===== src/rtl/barrel_shifter_pipe.sv =====
// barrel_shifter_pipe
//   Pipelined barrel shifter/rotator with valid/ready flow control.
//   The shifter is split into SHW log2 levels. Level i shifts by 2^i when
//   shift bit i is set, and each level has its own register. A beat therefore
//   takes SHW cycles to travel from input to output when nothing stalls.
//
//   Ports:
//     clk        clock, all logic on posedge
//     clear      synchronous active-high reset
//     in_valid   input beat valid
//     in_ready   block accepts a beat this cycle
//     in_data    operand, WIDTH bits
//     in_shift   shift/rotate amount, SHW bits
//     in_mode    00 rotr, 01 rotl, 10 logical right, 11 arithmetic right
//     out_valid  output beat valid
//     out_ready  consumer accepts the output beat
//     out_data   result, WIDTH bits
//     out_zero   out_data == 0, qualified by out_valid

// One log2 level of the shifter, plus its pipeline register.
// The level only consumes shift bit IDX. The other shift bits, the mode and the
// sign are passed on, so later levels can still use them.
module barrel_shifter_stage #(
  parameter int WIDTH = 8,
  parameter int SHW   = 3,
  parameter int IDX   = 0
) (
  input  logic             clk,
  input  logic             clear,
  input  logic             advance,
  input  logic             vld_i,
  input  logic [WIDTH-1:0] data_i,
  input  logic [SHW-1:0]   sh_i,
  input  logic [1:0]       mode_i,
  input  logic             sign_i,
  output logic             vld_o,
  output logic [WIDTH-1:0] data_o,
  output logic [SHW-1:0]   sh_o,
  output logic [1:0]       mode_o,
  output logic             sign_o
);
  localparam int AMT = 1 << IDX;

  logic [WIDTH-1:0] shifted;

  always_comb begin
    shifted = data_i;
    if (sh_i[IDX]) begin
      case (mode_i)
        2'b00: shifted = (data_i >> AMT) | (data_i << (WIDTH - AMT));
        2'b01: shifted = (data_i << AMT) | (data_i >> (WIDTH - AMT));
        2'b10: shifted = data_i >> AMT;
        // The fill comes from the original operand's MSB, not from the
        // current level's data. The sign is carried alongside each level.
        2'b11: shifted = (data_i >> AMT) | ({WIDTH{sign_i}} << (WIDTH - AMT));
        default: shifted = data_i;
      endcase
    end
  end

  // Data is loaded even for bubbles. Downstream logic only looks at the data
  // when vld_o is set.
  always_ff @(posedge clk) begin
    if (clear) begin
      vld_o  <= 1'b0;
      data_o <= '0;
      sh_o   <= '0;
      mode_o <= '0;
      sign_o <= 1'b0;
    end else if (advance) begin
      vld_o  <= vld_i;
      data_o <= shifted;
      sh_o   <= sh_i;
      mode_o <= mode_i;
      sign_o <= sign_i;
    end
  end
endmodule

module barrel_shifter_pipe #(
  parameter int WIDTH = 8,
  parameter int SHW   = $clog2(WIDTH)
) (
  input  logic             clk,
  input  logic             clear,
  input  logic             in_valid,
  output logic             in_ready,
  input  logic [WIDTH-1:0] in_data,
  input  logic [SHW-1:0]   in_shift,
  input  logic [1:0]       in_mode,
  output logic             out_valid,
  input  logic             out_ready,
  output logic [WIDTH-1:0] out_data,
  output logic             out_zero
);
  // Index 0 holds the input side. Index i+1 holds the output register of
  // level i.
  logic [SHW:0]            vld_pipe;
  logic [SHW:0][WIDTH-1:0] data_pipe;
  logic [SHW:0][SHW-1:0]   sh_pipe;
  logic [SHW:0][1:0]       mode_pipe;
  logic [SHW:0]            sign_pipe;

  logic advance;

  // The whole pipe moves as one unit. Bubbles are not collapsed, so a single
  // advance signal is enough.
  assign advance  = !out_valid || out_ready;
  assign in_ready = advance && !clear;

  assign vld_pipe[0]  = in_valid && in_ready;
  assign data_pipe[0] = in_data;
  assign sh_pipe[0]   = in_shift;
  assign mode_pipe[0] = in_mode;
  assign sign_pipe[0] = in_data[WIDTH-1];

  for (genvar i = 0; i < SHW; i++) begin : g_stage
    barrel_shifter_stage #(
      .WIDTH (WIDTH),
      .SHW   (SHW),
      .IDX   (i)
    ) u_stage (
      .clk     (clk),
      .clear   (clear),
      .advance (advance),
      .vld_i   (vld_pipe[i]),
      .data_i  (data_pipe[i]),
      .sh_i    (sh_pipe[i]),
      .mode_i  (mode_pipe[i]),
      .sign_i  (sign_pipe[i]),
      .vld_o   (vld_pipe[i+1]),
      .data_o  (data_pipe[i+1]),
      .sh_o    (sh_pipe[i+1]),
      .mode_o  (mode_pipe[i+1]),
      .sign_o  (sign_pipe[i+1])
    );
  end

  assign out_valid = vld_pipe[SHW];
  assign out_data  = data_pipe[SHW];
  // The zero flag is derived from registered data. It holds whenever out_data
  // holds, and it is low whenever out_valid is low.
  assign out_zero  = out_valid && (out_data == '0);

  // The last level's shift, mode and sign are never read.
  logic unused_tail;
  assign unused_tail = ^{sh_pipe[SHW], mode_pipe[SHW], sign_pipe[SHW]};
endmodule

===== config.mk =====
export PLATFORM = sky130hd
export DESIGN_NAME = barrel_shifter_pipe
export DESIGN_NICKNAME = d
export VERILOG_FILES = /design/src/rtl/barrel_shifter_pipe.sv
export SDC_FILE = /design/constraint.sdc
export NUM_CORES = 1
export LEC_CHECK = 0
export BUFFER_PORTS_ARGS = -buffer_cell sky130_fd_sc_hd__buf_2
export CAP_MARGIN = 20
export CORE_AREA = 5 5 90 71
export CTS_CLUSTER_SIZE = 24
export DETAILED_ROUTE_END_ITERATION = 10
export DIE_AREA = 0 0 95 76
export GPL_ROUTABILITY_DRIVEN = 0
export SLEW_MARGIN = 40
export SYNTH_ARGS = -nofsm -noshare
export SYNTH_HDL_FRONTEND = slang
export SYNTH_SLANG_ARGS = --single-unit

===== constraint.sdc =====
create_clock -name clk -period 1.44 [get_ports clk]
set_clock_uncertainty 0.2 [all_clocks]
set_input_delay 0.072 -clock clk [delete_from_list [all_inputs] [get_ports clk]]
set_output_delay 0.072 -clock clk [all_outputs]
set_load 0.005 [all_outputs]

==> metrics.log, run 1 <==
[metrics] result of the run: finished, violations left
[metrics] failing checks: setup timing
[metrics] share of the clock period used by the worst path after layout: 107%
[metrics] number of search-and-repair iterations in the first detailed-routing pass: 4
[metrics] PortBufs: 27
[metrics] Antenna diodes: 0
[metrics] critical path class: register to primary output
[metrics] hold crit path type: input port to register
[metrics] iteration-0 DRC count of the detailed router: 85
[metrics] Critical Path Sink Type: primary output
[metrics] area of the die: 7220 µm²
[metrics] Mapped Nets: 245
[metrics] wire per inst: 13.2 µm
[metrics] row cnt: 24
[metrics] worst endpoint required time: 1.17 ns
[metrics] Post-Route Utilization: 45.3%
[metrics] via count of the first global-routing pass: 1701
[metrics] Cell Chain, Critical Path: nor4_4, nand3b_1, nor4_2, buf_2
[metrics] commonest cells in the netlist: dfxtp_1 (36), nand2_1 (28), a21oi_1 (16), mux2i_1 (16), nand3b_1 (15)
[metrics] Post-synth EDFFs: 0
[metrics] via count of the routed design: 1713
[metrics] mapped cell area: 1940 µm²
[metrics] overall overflow remaining after global route: 0
[metrics] Yosys top cell by area: dfxtp_1
[metrics] Num CTS Buffers: 5
[metrics] share of synthesized area occupied by flip-flops and latches: 37.1%
[metrics] number of instances in the synthesized netlist: 228
[metrics] aggregate global-route resource usage: 13.6%
[metrics] top post-synthesis cells by area: dfxtp_1 (37%), mux2i_1 (8.2%), nand3b_1 (5.8%)
[metrics] effective utilization at floorplan: 35.1%
[metrics] final-report setup violation count: 3
[metrics] Worst setup SP type: register
[metrics] TritonCTS clock tree: done
[metrics] WP buf/inv: 1
[metrics] clock-pin slew of the registers on the worst-case setup and hold paths: 0.07 ns
[metrics] maximum number of pins on one net before global-route repair: 42
[metrics] top fanout value on the critical path: 2
[metrics] final-report max-slew violation count: 0
[metrics] kind of cell with the highest combined delay on the critical path: simple AND/OR/NAND/NOR gates
[metrics] WL final: 4600 µm
[metrics] clock latency on the worst-skew pair: 0.29 ns
[metrics] worst slew pin tran: 0.750 ns
[metrics] Register-to-Register Path Depth: 5
[metrics] Setup TNS: -0.128 ns
[metrics] delay of the slowest critical-path stage: 0.33 ns
[metrics] total of flip-flops plus latches after synthesis: 36
[metrics] library cells used by synthesis: 32
[metrics] cell count along the critical path: 4
[metrics] number of levels the H-tree was split into: 2
[metrics] pwr dens: 904 nW/µm²
[metrics] worst setup margin: -0.105 ns
[metrics] Final #Nets: 286
[metrics] most frequent cell after synthesis: dfxtp_1
[metrics] initial antenna violation count: 0
[metrics] worst-path cell with the longest stage delay: dfxtp_2
[metrics] Max clock buf depth: 2
[metrics] fraction of synthesis flops using an asynchronous set or reset pin: 0%
[metrics] area share of the largest cell type after synthesis: 37.1%
[metrics] Worst slew margin: 50.0%
[metrics] remaining routing DRC violations: 0
[metrics] Vert. Die Dim: 76 µm
[metrics] io pins: 28
[metrics] Die Width: 95 µm
[metrics] cell count of the worst hold path: 4
[metrics] post-synthesis average cell area: 8.52 µm²
[metrics] remaining antenna violation count after routing: 0
[metrics] final critical delay including setup and external delays: 1.55 ns
[metrics] max frequency: 0.647 GHz
[metrics] final hold violation count: 0
[metrics] CTS Sinks: 36
[metrics] top flip-flop cell by instance count after synthesis: dfxtp_1
[metrics] Arr. time, crit path: 1.27 ns
[metrics] Lkg Pwr: 1.03 nW
[metrics] count of yosys warnings during synthesis: 0
[metrics] average vias per placed instance: 4.92
[metrics] area grow syn2layout: 28.9%
[metrics] worst vdd rail ir drop: 0.274 mV
[metrics] RSZ-0062 raised after global routing: true
[metrics] wire length of the first global-routing pass: 7900 µm
[metrics] share of cells above drive strength 1: 28.9%
[metrics] sum of net half-perimeters after detailed placement: 3050 µm
[metrics] Std-Cell Core Area: 5530 µm²
[metrics] Root Buffer: clkbuf_8
[metrics] Max-Cap Viols: 0
[logic make-up after synthesis]
kind of cell | count (synthesis) | share of synthesized area [%]
and+or+nand+nor | 87 | 25.1
AOI/OAI and AO/OA | 57 | 20.0
DFF | 36 | 37.1
buffers and inverters | 32 | 9.60
muxes | 16 | 8.25
[repair_timing]
action | 4_1_cts | 5_1_grt
gates cloned | 1 | 0
gates resized for setup | 12 | 13
endpoints found under the setup margin | 5 | 10
hold endpoints to repair | 12 | 0
hold buffers | 12 | 0
buffers inserted | 4 | 4
pin swaps | 4 | 4
[placed cells by master, fill, tap and decap left out, drive strengths merged, types with 2 or more instances in the layout]
cell and count:
clkbuf 8, buf 49, or2b 4, inv 5, o32ai 3, a21oi 16, nand2b 9, o21ai 14
nor2 9, nand3b 15, nor4 2, dfxtp 36, a221oi 2, nor2b 8, o31ai 11, a211oi 4
and3 2, or2 6, dlygate4sd3 12, o211a 2, nand2 28, mux2i 16, or3 2, o311ai 4
[state kept, by name, summed over array words and instances (netlist names)]
name                    count
g_stage.u_stage.data_o     24
g_stage.u_stage.mode_o      4
g_stage.u_stage.sh_o        3
g_stage.u_stage.vld_o       3
g_stage.u_stage.sign_o      2
[area by class of cell]
type | count | area, µm²
clock buffer | 8 | 90.1
multi-input combinational | 160 | 1100
inverter | 5 | 18.8
fill | 579 | 3020
tap | 78 | 97.6
sequential | 36 | 726
timing repair buffer | 61 | 468
[worst reg2reg max path, cell delays in order, from the launching register on]
cell and delay [ns]:
dfxtp_2 0.35, nor2b_4 0.24, buf_4 0.17, buf_16 0.11, nand2_2 0.05, a221oi_2 0.26
[power breakdown]
group	internal (mW)	switching, mW
Combinational	0.214	0.178
Sequential	1.07	0.0594
Clock	0.390	0.353
Total	1.67	0.591
[worst paths after layout]
check / start / end / slack, ns
setup / recovery: g_stage[2].u_stage.data_o[0]$_SDFFE_PP0P_ / out_zero / -0.11
hold / removal: in_data[4] / g_stage[0].u_stage.data_o[4]$_SDFFE_PP0P_ / 0.008
setup reg to reg: g_stage[2].u_stage.vld_o$_SDFFE_PP0P_ / g_stage[1].u_stage.data_o[6]$_SDFFE_PP0P_ / -0.02
hold reg to reg: g_stage[0].u_stage.vld_o$_SDFFE_PP0P_ / g_stage[0].u_stage.vld_o$_SDFFE_PP0P_ / 0.25
[metrics by stage]
stage / area (µm²) / hold WS, ns / cells / worst slack [ns] / power (mW)
6_report: 2500 / 0.00753 / 348 / -0.105 / 2.26
3_5_place_dp: 2150 / 0.127 / 322 / -0.0178 / 1.48
4_1_cts: 2470 / 0.00846 / 346 / -0.290 / 2.28
3_3_place_gp: 2150 / 0.124 / 322 / 0.0366 / 1.48
2_1_floorplan: 1940 / 0.0125 / 228 / 0.114 / 1.38
5_1_grt: 2500 / 0.0363 / 348 / -0.224 / 2.39
[layer usage]
layer	vias up	wire [µm]	global-route usage, %	part of all wire, %
met5	-	0	0	0
li1	882	-	-	-
met3	4	192	3.16	4.2
met1	795	2350	18.7	51
met2	32	2010	20.3	44
met4	0	43	5.62	0.94
Note: power is estimated with default switching activity, not from simulation.
==> run 2, diff against run 1 <==
==> constraint.sdc (replaced) <==
create_clock -name clk -period 1.7 [get_ports clk]
set_clock_uncertainty 0.2 [all_clocks]
set_input_delay 0.085 -clock clk [delete_from_list [all_inputs] [get_ports clk]]
set_output_delay 0.085 -clock clk [all_outputs]
set_load 0.005 [all_outputs]
==> run 2 against run 1 <==
The flow now finishes without violations. Non-clock buffer count is 12 lower. First-iteration DRC count is 33% lower. Largest power group unchanged. Clock power is 24% lower. Critical path type unchanged. Register-to-register slack better by 0.27 ns. Combinational power decreased by 28%. Worst hold slack better by 0.0038 ns. Sequential cell count stayed put.
==> metrics.log, run 2 (synthesized netlist as in run 1, its figures left out) <==
[metrics] result of the run: finished, final reports clean
[metrics] cell count along the critical path: 4 (unchanged)
[metrics] hold crit path type: input port to register
[metrics] Vert. Die Dim: 76 µm (unchanged)
[metrics] via count of the routed design: 1592 (-7.1%)
[metrics] row cnt: 24 (unchanged)
[metrics] PortBufs: 27 (unchanged)
[metrics] share of the clock period used by the worst path after layout: 94.2%
[metrics] area after detailed placement: 2100 µm² (-2.7%)
[metrics] most frequent cells in the layout: dfxtp_1 (36), nand2_1 (28), buf_2 (27)
[metrics] Register-to-Register Path Depth: 4 (-1)
[metrics] CTS Sinks: 36 (unchanged)
[metrics] Max-Cap Viols: 0 (unchanged)
[metrics] WL final: 4240 µm (-7.8%)
[metrics] maximum number of pins on one net before global-route repair: 36 (-14%)
[metrics] most common library cell in the layout ignoring fill and taps: dfxtp_1
[metrics] WP buf/inv: 2 (+1)
[metrics] Switching Power: 466 µW (-21%)
[metrics] Worst slew margin: 62.1% (+12 points)
[metrics] most flop-heavy register: g_stage.u_stage.data_o
[metrics] Arr. time, crit path: 1.32 ns (+0.05 ns)
[metrics] worst setup margin: 0.0980 ns (+0.203 ns)
[metrics] worst-path cell with the longest stage delay: dfxtp_1
[metrics] Largest regs: g_stage.u_stage.data_o (24), g_stage.u_stage.mode_o (4)
[metrics] Setup TNS: 0 ns (+0.128 ns)
[metrics] aggregate global-route resource usage: 12.3% (-1.2 points)
[metrics] Cell Chain, Critical Path: nor2b_2, buf_12, nor2_1, buf_2
[metrics] TritonCTS clock tree: done
[metrics] clock-pin slew of the registers on the worst-case setup and hold paths: 0.07 ns (about the same)
[metrics] Max clock buf depth: 2 (unchanged)
[metrics] Final Instance Area: 2300 µm² (-8.0%)
[metrics] worst slack, placed: 0.251 ns (+0.269 ns)
[metrics] Die Width: 95 µm (unchanged)
[metrics] Root Buffer: clkbuf_8
[metrics] critical path class: register to primary output
[metrics] area grow syn2layout: 18.5%
[metrics] wire length of the first global-routing pass: 7200 µm (-8.8%)
[metrics] delay of the slowest critical-path stage: 0.40 ns (+0.07 ns)
[metrics] final-report setup violation count: 0 (-3)
[metrics] remaining routing DRC violations: 0 (unchanged)
[metrics] Antenna diodes: 0 (unchanged)
[metrics] sum of internal, switching and leakage power: 1.80 mW (-20%)
[metrics] final-report max-slew violation count: 0 (unchanged)
[metrics] cell internal pwr: 1.33 mW (-20%)
[metrics] top fanout value on the critical path: 30 (+28)
[metrics] combinational share of power: 15.7% (-1.6 points)
[metrics] post-route worst hold slack: 0.0113 ns (+0.00376 ns)
[metrics] Std-Cell Core Area: 5530 µm² (unchanged)
[metrics] wire per inst: 12.6 µm (-4.2%)
[metrics] area of the multi-input gates: 1040 µm² (-5.3%)
[metrics] Post-CTS Repair Setup Buffers: 0 (-4)
[metrics] number of search-and-repair iterations in the first detailed-routing pass: 4 (unchanged)
[metrics] iteration-0 DRC count of the detailed router: 57 (-33%)
[metrics] worst slew pin tran: 0.569 ns (-0.181 ns)
[metrics] worst endpoint required time: 1.41 ns (+0.24 ns)
[metrics] max frequency: 0.624 GHz
[metrics] Num CTS Buffers: 5 (unchanged)
[metrics] via count of the first global-routing pass: 1549 (-8.9%)
[metrics] switching share of total power: 25.9% (-0.24 points)
[metrics] sequential power share: 53.2% (+3.3 points)
[metrics] cell count of the worst hold path: 4 (unchanged)
[metrics] worst vdd rail ir drop: 0.252 mV (-8.3%)
[metrics] final hold violation count: 0 (unchanged)
[metrics] io pins: 28 (unchanged)
[metrics] sum of net half-perimeters after detailed placement: 3050 µm (-0.20%)
[metrics] share of cells above drive strength 1: 21.0% (-7.9 points)
[metrics] pwr dens: 782 nW/µm² (-13%)
[metrics] Final #Nets: 274 (-4.2%)
[metrics] Critical Path Sink Type: primary output
[metrics] overall overflow remaining after global route: 0 (unchanged)
[metrics] number of levels the H-tree was split into: 2 (unchanged)
[metrics] initial antenna violation count: 0 (unchanged)
[metrics] remaining antenna violation count after routing: 0 (unchanged)
[metrics] FF+latch area: 721 µm² (-0.69%)
[metrics] part of the power in the clock network: 31.2% (-1.6 points)
[metrics] RSZ-0062 raised after global routing: false
[metrics] final critical delay including setup and external delays: 1.60 ns
[metrics] layout filler cell count: 606 (+4.7%)
[metrics] area of the die: 7220 µm² (unchanged)
[metrics] average vias per placed instance: 4.75 (-3.5%)
[metrics] number of flip-flops in the largest register: 24 (unchanged)
[metrics] effective utilization at floorplan: 35.1% (unchanged)
[metrics] Worst setup SP type: register
[metrics] kind of cell with the highest combined delay on the critical path: flip-flops
[metrics] Lkg Pwr: 0.931 nW (-9.6%)
[metrics] clock latency on the worst-skew pair: 0.29 ns (about the same)
==> run 2: cell count changes in the layout (fill, tap and decap cells not counted), sizes merged <==
| cell | change |
|---|---|
| buf | -12 |
| clkbuf | -2 |
| clkinv | +1 |
==> run 2: tightest hold or removal path, delay by kind of cell <==
family	cells	cell delay, ns
AO/OA/AOI/OAI	1	0.05
AND/OR/NAND/NOR	2	0.21
buffers and inverters	1	0.11
==> run 2: power groups by stage <==
stage               Combinational [mW]  Clock (mW)  Sequential, mW
finish                           0.282       0.561           0.957
global route                     0.315       0.619           0.968
CTS                              0.284       0.586           0.957
detailed placement               0.263           0           0.976
global placement                 0.259           0           0.973
floorplan                        0.213           0           0.955
==> run 2: what timing repair did <==
action,4_1_cts,5_1_grt
hold endpoints to repair,13,0
resized for setup,0,1
hold buffers,12,0
endpoints found under the setup margin,0,1
==> run 2: stage by stage <==
stage	utilization, %	instances
detailed placement	38.0	316
global placement	38.0	316
finish	41.6	335
global route	41.6	335
CTS	41.5	335
floorplan	-	228
==> run 2: layout make-up <==
type	count	area share, %
clock buffers	6	3.15
flip-flops and latches	36	31.3
inverters	5	0.816
well taps	78	4.24
multi-input cells	160	45.4
clock inverters	1	0.218
repair buffers	49	14.9
==> run 2: path summary, 6_finish.rpt <==
check / from / endpoint / slack, ns
hold reg to reg: g_stage[1].u_stage.mode_o[0]$_SDFFE_PP0P_ / g_stage[1].u_stage.mode_o[0]$_SDFFE_PP0P_ / 0.25
setup / recovery: g_stage[2].u_stage.vld_o$_SDFFE_PP0P_ / in_ready / 0.1
hold / removal: in_data[5] / g_stage[0].u_stage.data_o[5]$_SDFFE_PP0P_ / 0.01
setup reg to reg: g_stage[2].u_stage.vld_o$_SDFFE_PP0P_ / g_stage[0].u_stage.data_o[4]$_SDFFE_PP0P_ / 0.25
==> run 2: per-layer routing <==
| layer | wire [µm] | vias to the layer above | GRT usage [%] |
|---|---|---|---|
| met2 | 1820 | 28 | 18.5 |
| met1 | 2180 | 707 | 16.9 |
| met4 | 70 | 0 | 4.76 |
| li1 | - | 849 | - |
| met3 | 165 | 8 | 3.06 |
| met5 | 0 | - | 0 |
